**src/rtl/device_rx.sv**
```systemverilog
// ---------------------------------------------------------------------------
// device_rx
//
// Remote-terminal receive-side handler for the MKIO (MIL-STD-1553) bus.
// A receive command word (start) announces N data words, with 0 meaning 32.
// Each data word from the decoder (rx_valid) is written into terminal memory.
// After the last word and the command-to-response pause, the status word
// {ADDRESS, error flag, 10'b0} is handed to the encoder with a two-cycle
// tx_ready request.
//
// A gap between data words longer than DW_TIMEOUT cycles aborts the message.
// No status word is sent in that case.
//
// Ports
//   clk        in   system clock, all state changes on posedge
//   reset      in   asynchronous active-low reset
//   start      in   one-cycle pulse, receive command word on rx_data
//   rx_data    in   16-bit decoded word (command on start, data on rx_valid)
//   rx_valid   in   one-cycle pulse, data word on rx_data
//   p_error    in   parity error for the word qualified by start/rx_valid
//   tx_data    out  16-bit word to encoder (status word)
//   tx_cd      out  encoder sync type: 0 = status/command, 1 = data
//   tx_ready   out  send request to encoder
//   tx_busy    in   encoder transmitting
//   mem_addr   out  5-bit memory write address
//   mem_data   out  16-bit memory write data
//   mem_we     out  one-cycle memory write strobe
//   busy       out  message in progress
//   words_rcvd out  data words stored in the last/current message (0..32)
//   done       out  one-cycle pulse, status word handed off
//   timeout    out  one-cycle pulse, message aborted on data-word gap
// ---------------------------------------------------------------------------
module device_rx #(
    parameter logic [4:0] ADDRESS      = 5'd1,
    parameter logic [7:0] PAUSE_CYCLES = 8'hFF,
    parameter logic [7:0] DW_TIMEOUT   = 8'd200
) (
    input  logic        clk,
    input  logic        reset,
    input  logic        start,
    input  logic [15:0] rx_data,
    input  logic        rx_valid,
    input  logic        p_error,
    output logic [15:0] tx_data,
    output logic        tx_cd,
    output logic        tx_ready,
    input  logic        tx_busy,
    output logic [4:0]  mem_addr,
    output logic [15:0] mem_data,
    output logic        mem_we,
    output logic        busy,
    output logic [5:0]  words_rcvd,
    output logic        done,
    output logic        timeout
);

    typedef enum logic [2:0] {
        IDLE, INIT, WAIT_DW, PAUSE_WAIT, LOAD_SW, SEND_SW, END_WAIT
    } state_t;

    state_t      state, state_nxt;
    logic [5:0]  n_words;     // announced word count, 1..32
    logic [7:0]  gap_cnt;     // data-word gap counter, reused as pause counter
    logic        err_flag;
    logic [1:0]  rdy_cnt;     // tx_ready cycles issued in SEND_SW
    logic [5:0]  words_inc;
    logic        last_word;
    logic        gap_expire;

    assign words_inc = words_rcvd + 6'd1;

    // The timeout compare looks at the value the gap counter is about to
    // take. A word arriving in that same cycle is still accepted.
    always_comb begin
        last_word  = 1'b0;
        gap_expire = 1'b0;
        if (!start && state == WAIT_DW) begin
            last_word  = rx_valid && (words_inc == n_words);
            gap_expire = !rx_valid && (({1'b0, gap_cnt} + 9'd1) == {1'b0, DW_TIMEOUT});
        end
    end

    always_comb begin
        state_nxt = state;
        if (start) begin
            state_nxt = INIT;
        end else begin
            case (state)
                IDLE:       state_nxt = IDLE;
                INIT:       state_nxt = WAIT_DW;
                WAIT_DW: begin
                    if (last_word)       state_nxt = PAUSE_WAIT;
                    else if (gap_expire) state_nxt = IDLE;
                end
                PAUSE_WAIT: if (gap_cnt == PAUSE_CYCLES) state_nxt = LOAD_SW;
                LOAD_SW:    state_nxt = SEND_SW;
                SEND_SW:    if (rdy_cnt == 2'd2) state_nxt = END_WAIT;
                END_WAIT:   if (!tx_busy) state_nxt = IDLE;
                default:    state_nxt = IDLE;
            endcase
        end
    end

    always_ff @(posedge clk or negedge reset) begin
        if (!reset) state <= IDLE;
        else        state <= state_nxt;
    end

    always_ff @(posedge clk or negedge reset) begin
        if (!reset) begin
            n_words    <= 6'd0;
            gap_cnt    <= 8'd0;
            err_flag   <= 1'b0;
            rdy_cnt    <= 2'd0;
            tx_data    <= 16'd0;
            tx_cd      <= 1'b0;
            tx_ready   <= 1'b0;
            mem_addr   <= 5'd0;
            mem_data   <= 16'd0;
            mem_we     <= 1'b0;
            busy       <= 1'b0;
            words_rcvd <= 6'd0;
            done       <= 1'b0;
            timeout    <= 1'b0;
        end else begin
            mem_we  <= 1'b0;
            done    <= 1'b0;
            timeout <= 1'b0;
            if (start) begin
                // A restart drops any message in progress, including a
                // pending tx_ready request.
                n_words    <= (rx_data[4:0] == 5'd0) ? 6'd32 : {1'b0, rx_data[4:0]};
                words_rcvd <= 6'd0;
                gap_cnt    <= 8'd0;
                err_flag   <= p_error;
                rdy_cnt    <= 2'd0;
                tx_ready   <= 1'b0;
                busy       <= 1'b1;
            end else begin
                case (state)
                    WAIT_DW: begin
                        if (rx_valid) begin
                            // Words with a parity error are still stored.
                            // Only the status word reports the error.
                            mem_data   <= rx_data;
                            mem_addr   <= words_rcvd[4:0];
                            mem_we     <= 1'b1;
                            words_rcvd <= words_inc;
                            gap_cnt    <= 8'd0;
                            if (p_error) err_flag <= 1'b1;
                        end else if (gap_expire) begin
                            timeout <= 1'b1;
                            busy    <= 1'b0;
                            gap_cnt <= 8'd0;
                        end else begin
                            gap_cnt <= gap_cnt + 8'd1;
                        end
                    end
                    PAUSE_WAIT: begin
                        if (gap_cnt != PAUSE_CYCLES) gap_cnt <= gap_cnt + 8'd1;
                    end
                    LOAD_SW: begin
                        tx_cd   <= 1'b0;
                        tx_data <= {ADDRESS, err_flag, 10'd0};
                        rdy_cnt <= 2'd0;
                    end
                    SEND_SW: begin
                        // The request starts only while the encoder is idle.
                        // Once started it runs its two cycles.
                        case (rdy_cnt)
                            2'd0: if (!tx_busy) begin
                                tx_ready <= 1'b1;
                                rdy_cnt  <= 2'd1;
                            end
                            2'd1:    rdy_cnt  <= 2'd2;
                            default: tx_ready <= 1'b0;
                        endcase
                    end
                    END_WAIT: begin
                        if (!tx_busy) begin
                            done <= 1'b1;
                            busy <= 1'b0;
                        end
                    end
                    default: ;
                endcase
            end
        end
    end

endmodule

```
**config.mk**
```make
export PLATFORM = sky130hd
export DESIGN_NAME = device_rx
export DESIGN_NICKNAME = d
export VERILOG_FILES = /design/src/rtl/device_rx.sv
export SDC_FILE = /design/constraint.sdc
export NUM_CORES = 1
export LEC_CHECK = 0
export BUFFER_PORTS_ARGS = -buffer_cell sky130_fd_sc_hd__buf_2
export CORE_MARGIN = 1.5
export CORE_UTILIZATION = 48
export CTS_BUF_LIST = sky130_fd_sc_hd__clkbuf_16
export DETAILED_ROUTE_END_ITERATION = 8
export HOLD_SLACK_MARGIN = 0.1
export PLACE_DENSITY = 0.79
export SLEW_MARGIN = 20
export SYNTH_ARGS = -nofsm -noshare
export SYNTH_HDL_FRONTEND = slang
export SYNTH_SLANG_ARGS = --single-unit
```
**constraint.sdc**
```tcl
create_clock -name clk -period 1.7 [get_ports clk]
set_input_delay 0 -clock clk [delete_from_list [all_inputs] [get_ports clk]]
set_output_delay 0 -clock clk [all_outputs]
set_load 0.01 [all_outputs]
```
==> out/qor.json, run 1 <==
{
  "outcome": {"value": "complete, but fails checks"},
  "failed_checks": {"value": "negative setup slack"},
  "total_number_of_nets_in_the_final_design": {"value": 444},
  "worst_r2r_endpoint": {"value": "state[1]$_DFFE_PN0P_"},
  "worstSetupEndpointType": {"value": "register"},
  "ctsRootBufferMaster": {"value": "sky130_fd_sc_hd__clkbuf_16"},
  "die_height": {"value": 79.7, "unit": "um"},
  "worst_ir_drop_vdd": {"value": 626, "unit": "uV"},
  "syn-instance-count": {"value": 296},
  "grt_overflow_total": {"value": 0},
  "r2r_cells": {"value": 7},
  "grt_setup_unrepaired": {"value": "true"},
  "critical_path.reg2reg.startpoint": {"value": "words_rcvd[1]$_DFFE_PN0P_"},
  "fin_setup_tns": {"value": -1.26, "unit": "ns"},
  "min-delay-path-class": {"value": "input port to register"},
  "die-area": {"value": 6350, "unit": "sq um"},
  "setup.worst_path.start_class": {"value": "register"},
  "layout.cells.most_common_list": {"value": "sky130_fd_sc_hd__nand2_1 (71), sky130_fd_sc_hd__buf_2 (55), sky130_fd_sc_hd__dfrtp_1 (51)"},
  "timing.final.crit_share": {"value": 113, "unit": "%"},
  "reg_to_reg_setup_timing_slack": {"value": -0.22, "unit": "ns"},
  "ys_types": {"value": 54},
  "synth_flop_cell": {"value": "sky130_fd_sc_hd__dfrtp_1"},
  "post_drt_wl_per_cell": {"value": 16.0, "unit": "um"},
  "synthesized_area_per_cell": {"value": 9.54, "unit": "sq um"},
  "clkLatencyLatePin": {"value": 0.29, "unit": "ns"},
  "groute.usage.overall": {"value": 25.4, "unit": "%"},
  "place_congestion": {"value": 0.916},
  "synth.yosys.seq_area_share": {"value": 47.9, "unit": "%"},
  "clkTransAtPathRegs": {"value": 0.07, "unit": "ns"},
  "die_width": {"value": 79.7, "unit": "um"},
  "finish.cell_count_without_fillers": {"value": 491},
  "cts_htree_levels": {"value": 2},
  "post_dp_cell_area": {"value": 3440, "unit": "sq um"},
  "pin_count_of_the_biggest_net_entering_global_routing": {"value": 23},
  "num_antenna_cells": {"value": 0},
  "total_power": {"value": 3.90, "unit": "mW"},
  "layout.core_utilization": {"value": 71.9, "unit": "%"},
  "fin_worst_skew": {"value": 0.00407, "unit": "ns"},
  "cts_tree": {"value": "yes"},
  "synth.cell_area": {"value": 2820, "unit": "sq um"},
  "detail-route-antenna-nets": {"value": 0},
  "dr.first_iter.drc_count": {"value": 360},
  "vias_in_the_first_global_route": {"value": 2654},
  "std_cell_rows": {"value": 27},
  "drt-pass1-iter-count": {"value": 5},
  "clock_tree.buffer_depth": {"value": 2},
  "yosys_register_bits": {"value": 54},
  "synth_enable_flop_cells": {"value": 0},
  "max_freq": {"value": 0.521, "unit": "GHz"},
  "placed_cells": {"value": 453},
  "maxCapViolations": {"value": 0},
  "finalSetupViolations": {"value": 15},
  "floorplan.io_pins": {"value": 71},
  "design_area": {"value": 4010, "unit": "sq um"},
  "worst_hold_startpoint": {"value": "start"},
  "timing.setup.critical_path_class": {"value": "register to register"},
  "worstHoldEndpoint": {"value": "words_rcvd[5]$_DFFE_PN0P_"},
  "finalHoldViolations": {"value": 0},
  "totalWireLength": {"value": 7850, "unit": "um"},
  "cp_required": {"value": 1.88, "unit": "ns"},
  "path_max_fanout": {"value": 3},
  "grt_first_pass_wirelength": {"value": 12400, "unit": "um"},
  "vias_per_cell": {"value": 5.48},
  "layout-drive-gt1-share": {"value": 36.5, "unit": "%"},
  "numClockSinks": {"value": 54},
  "start_util": {"value": 50.6, "unit": "%"},
  "timing.hold.worst_path_depth": {"value": 3},
  "finalHoldWorstSlack": {"value": 0.146, "unit": "ns"},
  "worst-endpoint-arrival": {"value": 2.09, "unit": "ns"},
  "power.density_cell_area": {"value": 974, "unit": "nW/um^2"},
  "timing.final.ws_setup": {"value": -0.218, "unit": "ns"},
  "vias": {"value": 2690},
  "layout_commonest_cell": {"value": "sky130_fd_sc_hd__nand2_1"},
  "synth_async_sr_flop_share": {"value": 100, "unit": "%"},
  "syn2layout_area_growth": {"value": 42.0, "unit": "%"},
  "dp_slack": {"value": -0.0964, "unit": "ns"},
  "numCtsBuffers": {"value": 5},
  "dp_hpwl": {"value": 4930, "unit": "um"},
  "layout_min_cycle_time": {"value": 1.92, "unit": "ns"},
  "numPortBuffers": {"value": 55},
  "number_of_antenna_violations_at_the_first_check_in_global_routing": {"value": 0},
  "power_leakage": {"value": 2.01, "unit": "nW"},
  "drt_drc_violations_left": {"value": 0},
  "finalMaxSlewViolations": {"value": 0},
  "ys.warnings.count": {"value": 0},
  "fp.coreArea": {"value": 5570, "unit": "sq um"}
}
## area by class of cell
| cell class | count | area (sq um) |
|---|---|---|
| clock inverter | 3 | 42.5 |
| inverter | 11 | 41.3 |
| timing repair buffer | 126 | 898 |
| clock buffer | 5 | 125 |
| tap | 72 | 90.1 |
| sequential | 54 | 1360 |
| multi-input combinational | 220 | 1460 |
| fill | 371 | 1570 |
## flip-flops by register name (all words and copies together), names as in the netlist
name,flops
tx_ready,1
done,1
n_words,6
mem_data,16
mem_addr,5
tx_data,2
state,3
timeout,1
rdy_cnt,2
words_rcvd,6
err_flag,1
gap_cnt,8
mem_we,1
busy,1
## synthesized netlist by cell type (2+ instances only)
library cell | instances | area share, %
sky130_fd_sc_hd__nand2_1 | 71 | 9.4
sky130_fd_sc_hd__dfrtp_1 | 54 | 48
sky130_fd_sc_hd__buf_4 | 15 | 4.0
sky130_fd_sc_hd__o21ai_0 | 13 | 2.3
sky130_fd_sc_hd__nor2_1 | 11 | 1.5
sky130_fd_sc_hd__inv_1 | 10 | 1.3
sky130_fd_sc_hd__mux2_2 | 9 | 3.6
sky130_fd_sc_hd__and2_1 | 7 | 1.6
sky130_fd_sc_hd__xnor2_1 | 7 | 2.2
sky130_fd_sc_hd__nand4_1 | 6 | 1.3
sky130_fd_sc_hd__nor2b_1 | 6 | 1.3
sky130_fd_sc_hd__nor3_1 | 6 | 1.1
sky130_fd_sc_hd__xor2_1 | 6 | 1.9
sky130_fd_sc_hd__buf_2 | 5 | 0.89
sky130_fd_sc_hd__nand2b_1 | 5 | 1.1
sky130_fd_sc_hd__nand3_1 | 5 | 0.89
sky130_fd_sc_hd__a21oi_1 | 4 | 0.71
sky130_fd_sc_hd__ha_1 | 4 | 1.8
sky130_fd_sc_hd__o211ai_1 | 4 | 1.1
sky130_fd_sc_hd__a31oi_1 | 3 | 0.66
sky130_fd_sc_hd__and3_1 | 3 | 0.66
sky130_fd_sc_hd__clkbuf_1 | 3 | 0.40
sky130_fd_sc_hd__o2111ai_1 | 3 | 0.93
sky130_fd_sc_hd__a211oi_1 | 2 | 0.53
sky130_fd_sc_hd__a21o_1 | 2 | 0.53
sky130_fd_sc_hd__a311oi_1 | 2 | 0.62
sky130_fd_sc_hd__a31o_2 | 2 | 0.62
sky130_fd_sc_hd__buf_1 | 2 | 0.27
## logic make-up after synthesis
group | Yosys count | share of synthesized area [%]
flops | 54 | 47.9
xor+xnor | 14 | 4.83
buf+inv | 36 | 7.00
other cells | 1 | 0.133
compound gates | 48 | 12.9
mux | 10 | 3.95
simple gates | 129 | 21.6
fa+ha+maj | 4 | 1.77
## layer usage
metal	GRT usage (%)	vias up	routed length, um
li1	-	1230	-
met2	43.4	130	3830
met4	12.5	0	268
met1	30.6	1298	3250
met5	0	-	0
met3	4.57	32	509
## critical path, cell delays in order, from the launching register on
cell	delay, ns
sky130_fd_sc_hd__dfrtp_2	0.45
sky130_fd_sc_hd__ha_4	0.29
sky130_fd_sc_hd__xnor2_2	0.11
sky130_fd_sc_hd__o211ai_1	0.20
sky130_fd_sc_hd__a2111oi_4	0.37
sky130_fd_sc_hd__buf_4	0.19
sky130_fd_sc_hd__a211o_2	0.13
sky130_fd_sc_hd__o211ai_1	0.07
## timing repair
item | CTS | global route
endpoints found under the setup margin | 11 | 19
pin swaps | 14 | 6
gates resized for setup | 13 | 14
hold buffers | 20 | 0
endpoints found under the hold margin | 65 | 0
setup buffers | 6 | 4
## where the power goes
group	internal, mW	switching [mW]	leakage, nW	total (mW)
clock network	0.696	0.474	0.0818	1.17
registers	1.52	0.144	0.710	1.66
logic	0.492	0.578	1.22	1.07
## worst max-delay path by stage
stage,from,end,slack [ns],cells past startpoint
global placement,state[0]$_DFFE_PN0P_,state[0]$_DFFE_PN0P_,-0.04,6
detailed placement,words_rcvd[0]$_DFFE_PN0P_,state[2]$_DFFE_PN0P_,-0.1,6
finish,words_rcvd[1]$_DFFE_PN0P_,state[1]$_DFFE_PN0P_,-0.22,7
CTS,words_rcvd[1]$_DFFE_PN0P_,state[1]$_DFFE_PN0P_,-0.16,7
global route,words_rcvd[0]$_DFFE_PN0P_,state[1]$_DFFE_PN0P_,-0.23,8
floorplan,words_rcvd[2]$_DFFE_PN0P_,state[2]$_DFFE_PN0P_,-0.03,6
(Power assumes the default switching activity.)
==> run 2, diff against run 1 <==
PLACE_DENSITY = 0.74   (was 0.79)
==> run 2 against run 1 <==
Compared with the run above:
- the run still ends with negative setup slack left
- non-clock buffer count fell by 14
- sequential power barely moved
- first-iteration DRC count fell by 52%
- final cell count fell by 2.9%
- final area fell by 3.3%
- largest cell class unchanged
- largest power group unchanged
==> out/qor.json, run 2 (synthesis gave the netlist of run 1 again) <==
{
  "post_drt_wl_per_cell": {"value": 14.3, "unit": "um"},
  "setup.worst_path.start_class": {"value": "register"},
  "clkLatencyLatePin": {"value": 0.29, "unit": "ns"},
  "timing.final.crit_share": {"value": 111, "unit": "%"},
  "grt_overflow_total": {"value": 0},
  "startpoint": {"value": "gap_cnt[0]$_DFFE_PN0P_"},
  "timing.setup.critical_path_class": {"value": "register to register"},
  "std_cell_rows": {"value": 27},
  "worst_hold_startpoint": {"value": "start"},
  "layout.area.seq": {"value": 1350, "unit": "sq um"},
  "numPortBuffers": {"value": 55},
  "cp_cell_sequence": {"value": "ha_2 -> or4bb_4 -> nor2_1 -> o211ai_1 -> a41oi_1 -> o22ai_1"},
  "seq_power_share": {"value": 45.4, "unit": "%"},
  "largest_register_ffs": {"value": 16},
  "cts_tree": {"value": "yes"},
  "die-area": {"value": 6350, "unit": "sq um"},
  "drt_drc_violations_left": {"value": 0},
  "p_int": {"value": 2.51, "unit": "mW"},
  "layout_min_cycle_time": {"value": 1.88, "unit": "ns"},
  "finalSetupViolations": {"value": 11},
  "clock_tree.buffer_depth": {"value": 2},
  "clock_power_share": {"value": 27.0, "unit": "%"},
  "worstSetupPathDepth": {"value": 6},
  "numCtsBuffers": {"value": 5},
  "vias_in_the_first_global_route": {"value": 2464},
  "reg_to_reg_setup_timing_slack": {"value": -0.18, "unit": "ns"},
  "power.share.switching": {"value": 31.3, "unit": "%"},
  "timing.final.ws_setup": {"value": -0.183, "unit": "ns"},
  "path_max_fanout": {"value": 4},
  "start_util": {"value": 50.6, "unit": "%"},
  "grt_setup_unrepaired": {"value": "true"},
  "finalHoldViolations": {"value": 0},
  "power.density_cell_area": {"value": 943, "unit": "nW/um^2"},
  "number_of_antenna_violations_at_the_first_check_in_global_routing": {"value": 0},
  "dr.first_iter.drc_count": {"value": 173},
  "critical_path.reg2reg.startpoint": {"value": "gap_cnt[0]$_DFFE_PN0P_"},
  "vias_per_cell": {"value": 5.14},
  "ctsRootBufferMaster": {"value": "sky130_fd_sc_hd__clkbuf_16"},
  "die_width": {"value": 79.7, "unit": "um"},
  "detail-route-antenna-nets": {"value": 0},
  "finalMaxSlewViolations": {"value": 0},
  "die_height": {"value": 79.7, "unit": "um"},
  "drt-pass1-iter-count": {"value": 4},
  "worst-endpoint-arrival": {"value": 2.05, "unit": "ns"},
  "worst_ir_drop_vdd": {"value": 640, "unit": "uV"},
  "numClockSinks": {"value": 54},
  "layout-drive-gt1-share": {"value": 35.3, "unit": "%"},
  "totalWireLength": {"value": 6840, "unit": "um"},
  "top_regs": {"value": "mem_data (16), gap_cnt (8)"},
  "syn2layout_area_growth": {"value": 37.3, "unit": "%"},
  "floorplan.io_pins": {"value": 71},
  "failed_checks": {"value": "negative setup slack"},
  "power_leakage": {"value": 1.94, "unit": "nW"},
  "critPathMaxStageDelay": {"value": 0.46, "unit": "ns"},
  "design_area": {"value": 3870, "unit": "sq um"},
  "max_freq": {"value": 0.531, "unit": "GHz"},
  "min-delay-path-class": {"value": "input port to register"},
  "groute.usage.overall": {"value": 22.6, "unit": "%"},
  "cp_required": {"value": 1.86, "unit": "ns"},
  "fin_worst_skew": {"value": 0.00562, "unit": "ns"},
  "maxCapViolations": {"value": 0},
  "clkTransAtPathRegs": {"value": 0.07, "unit": "ns"},
  "layout_commonest_cell": {"value": "sky130_fd_sc_hd__nand2_1"},
  "num_antenna_cells": {"value": 0},
  "netSwitchingPower": {"value": 1.14, "unit": "mW"},
  "layout.core_utilization": {"value": 69.5, "unit": "%"},
  "total_number_of_nets_in_the_final_design": {"value": 430},
  "grt_first_pass_wirelength": {"value": 11200, "unit": "um"},
  "cp_top_family": {"value": "compound AO/OA/AOI/OAI gates"},
  "outcome": {"value": "complete, but fails checks"},
  "worstSetupEndpointType": {"value": "register"},
  "timing.hold.worst_path_depth": {"value": 3},
  "post_dp_cell_area": {"value": 3400, "unit": "sq um"},
  "power_frac_comb": {"value": 27.6, "unit": "%"},
  "num-fill-cells": {"value": 402},
  "critical-path-slowest-cell": {"value": "sky130_fd_sc_hd__or4bb_4"},
  "regMostFlops": {"value": "mem_data"},
  "multi_input_area": {"value": 1460, "unit": "sq um"},
  "dp_hpwl": {"value": 4520, "unit": "um"},
  "cts_htree_levels": {"value": 2},
  "fp.coreArea": {"value": 5570, "unit": "sq um"},
  "critical_path_buf_inv_count": {"value": 0},
  "place_congestion": {"value": 0.970},
  "vias": {"value": 2451},
  "pin_count_of_the_biggest_net_entering_global_routing": {"value": 55},
  "r2r_cells": {"value": 6},
  "layout.cells.most_common_list": {"value": "sky130_fd_sc_hd__nand2_1 (69), sky130_fd_sc_hd__buf_2 (55), sky130_fd_sc_hd__dfrtp_1 (52)"}
}
run 2: cell types whose count changed in the layout (fill, tap and decap cells not counted), moves of 2 or more:
cell                         previous run  this run
sky130_fd_sc_hd__nand2_2                0         2
sky130_fd_sc_hd__buf_4                 45        33
sky130_fd_sc_hd__nand2_1               71        69
sky130_fd_sc_hd__clkinvlp_4             0         2
run 2: per-layer routing:
layer	GRT usage, %	vias to the layer above	part of all wire, %
li1	-	1199	-
met1	28.6	1179	44
met2	38.7	62	51
met3	4.11	11	4.0
met4	7.72	0	1.6
met5	0	-	0
run 2: power by group through the flow:
stage          Clock (mW)  Sequential (mW)  Combinational (mW)
2_1_floorplan           0             1.77               0.402
3_3_place_gp            0             1.66               0.894
3_5_place_dp            0             1.67               0.914
4_1_cts              1.01             1.65               0.956
5_1_grt              1.08             1.69                1.11
6_report            0.988             1.66                1.01
run 2: path summary, 6_finish.rpt:
check | end
max | gap_cnt[2]$_DFFE_PN0P_
min reg2reg | tx_data[11]$_DFFE_PN0P_
max in group asynchronous | state[0]$_DFFE_PN0P_
min | state[2]$_DFFE_PN0P_
min in group asynchronous | mem_data[6]$_DFFE_PN0P_
max reg2reg | gap_cnt[2]$_DFFE_PN0P_
run 2: cell type report:
| type | instances | area share (%) |
|---|---|---|
| Clock inverter | 3 | 0.420 |
| Timing Repair Buffer | 112 | 20.3 |
| Clock buffer | 5 | 3.23 |
| Multi-Input combinational cell | 220 | 37.6 |
| Tap cell | 72 | 2.32 |
| Inverter | 11 | 1.16 |
| Sequential cell | 54 | 34.9 |
run 2: through the flow:
step / hold WS [ns] / instances / setup TNS (ns) / power (mW) / setup slack (ns)
6_report: 0.157 / 477 / -1.17 / 3.66 / -0.183
5_1_grt: 0.180 / 477 / -1.95 / 3.88 / -0.241
4_1_cts: 0.114 / 473 / -0.526 / 3.62 / -0.0936
3_5_place_dp: 0.0175 / 446 / -1.06 / 2.59 / -0.134
3_3_place_gp: 0.0167 / 446 / -0.253 / 2.56 / -0.0568
2_1_floorplan: -0.296 / 310 / -0.0257 / 2.17 / -0.0257
run 2: repair_timing:
item,4_1_cts,5_1_grt
hold buffers,19,0
setup endpoints to repair,24,30
pin swaps,2,9
hold endpoints to repair,79,0
buffers inserted,0,4
resized for setup,5,23
run 2: worst register-to-register path: stages, from the launching register on:
cell                       delay (ns)
sky130_fd_sc_hd__dfrtp_1         0.40
sky130_fd_sc_hd__ha_2            0.18
sky130_fd_sc_hd__or4bb_4         0.46
sky130_fd_sc_hd__nor2_1          0.10
sky130_fd_sc_hd__o211ai_1        0.20
sky130_fd_sc_hd__a41oi_1         0.30
sky130_fd_sc_hd__o22ai_1         0.12
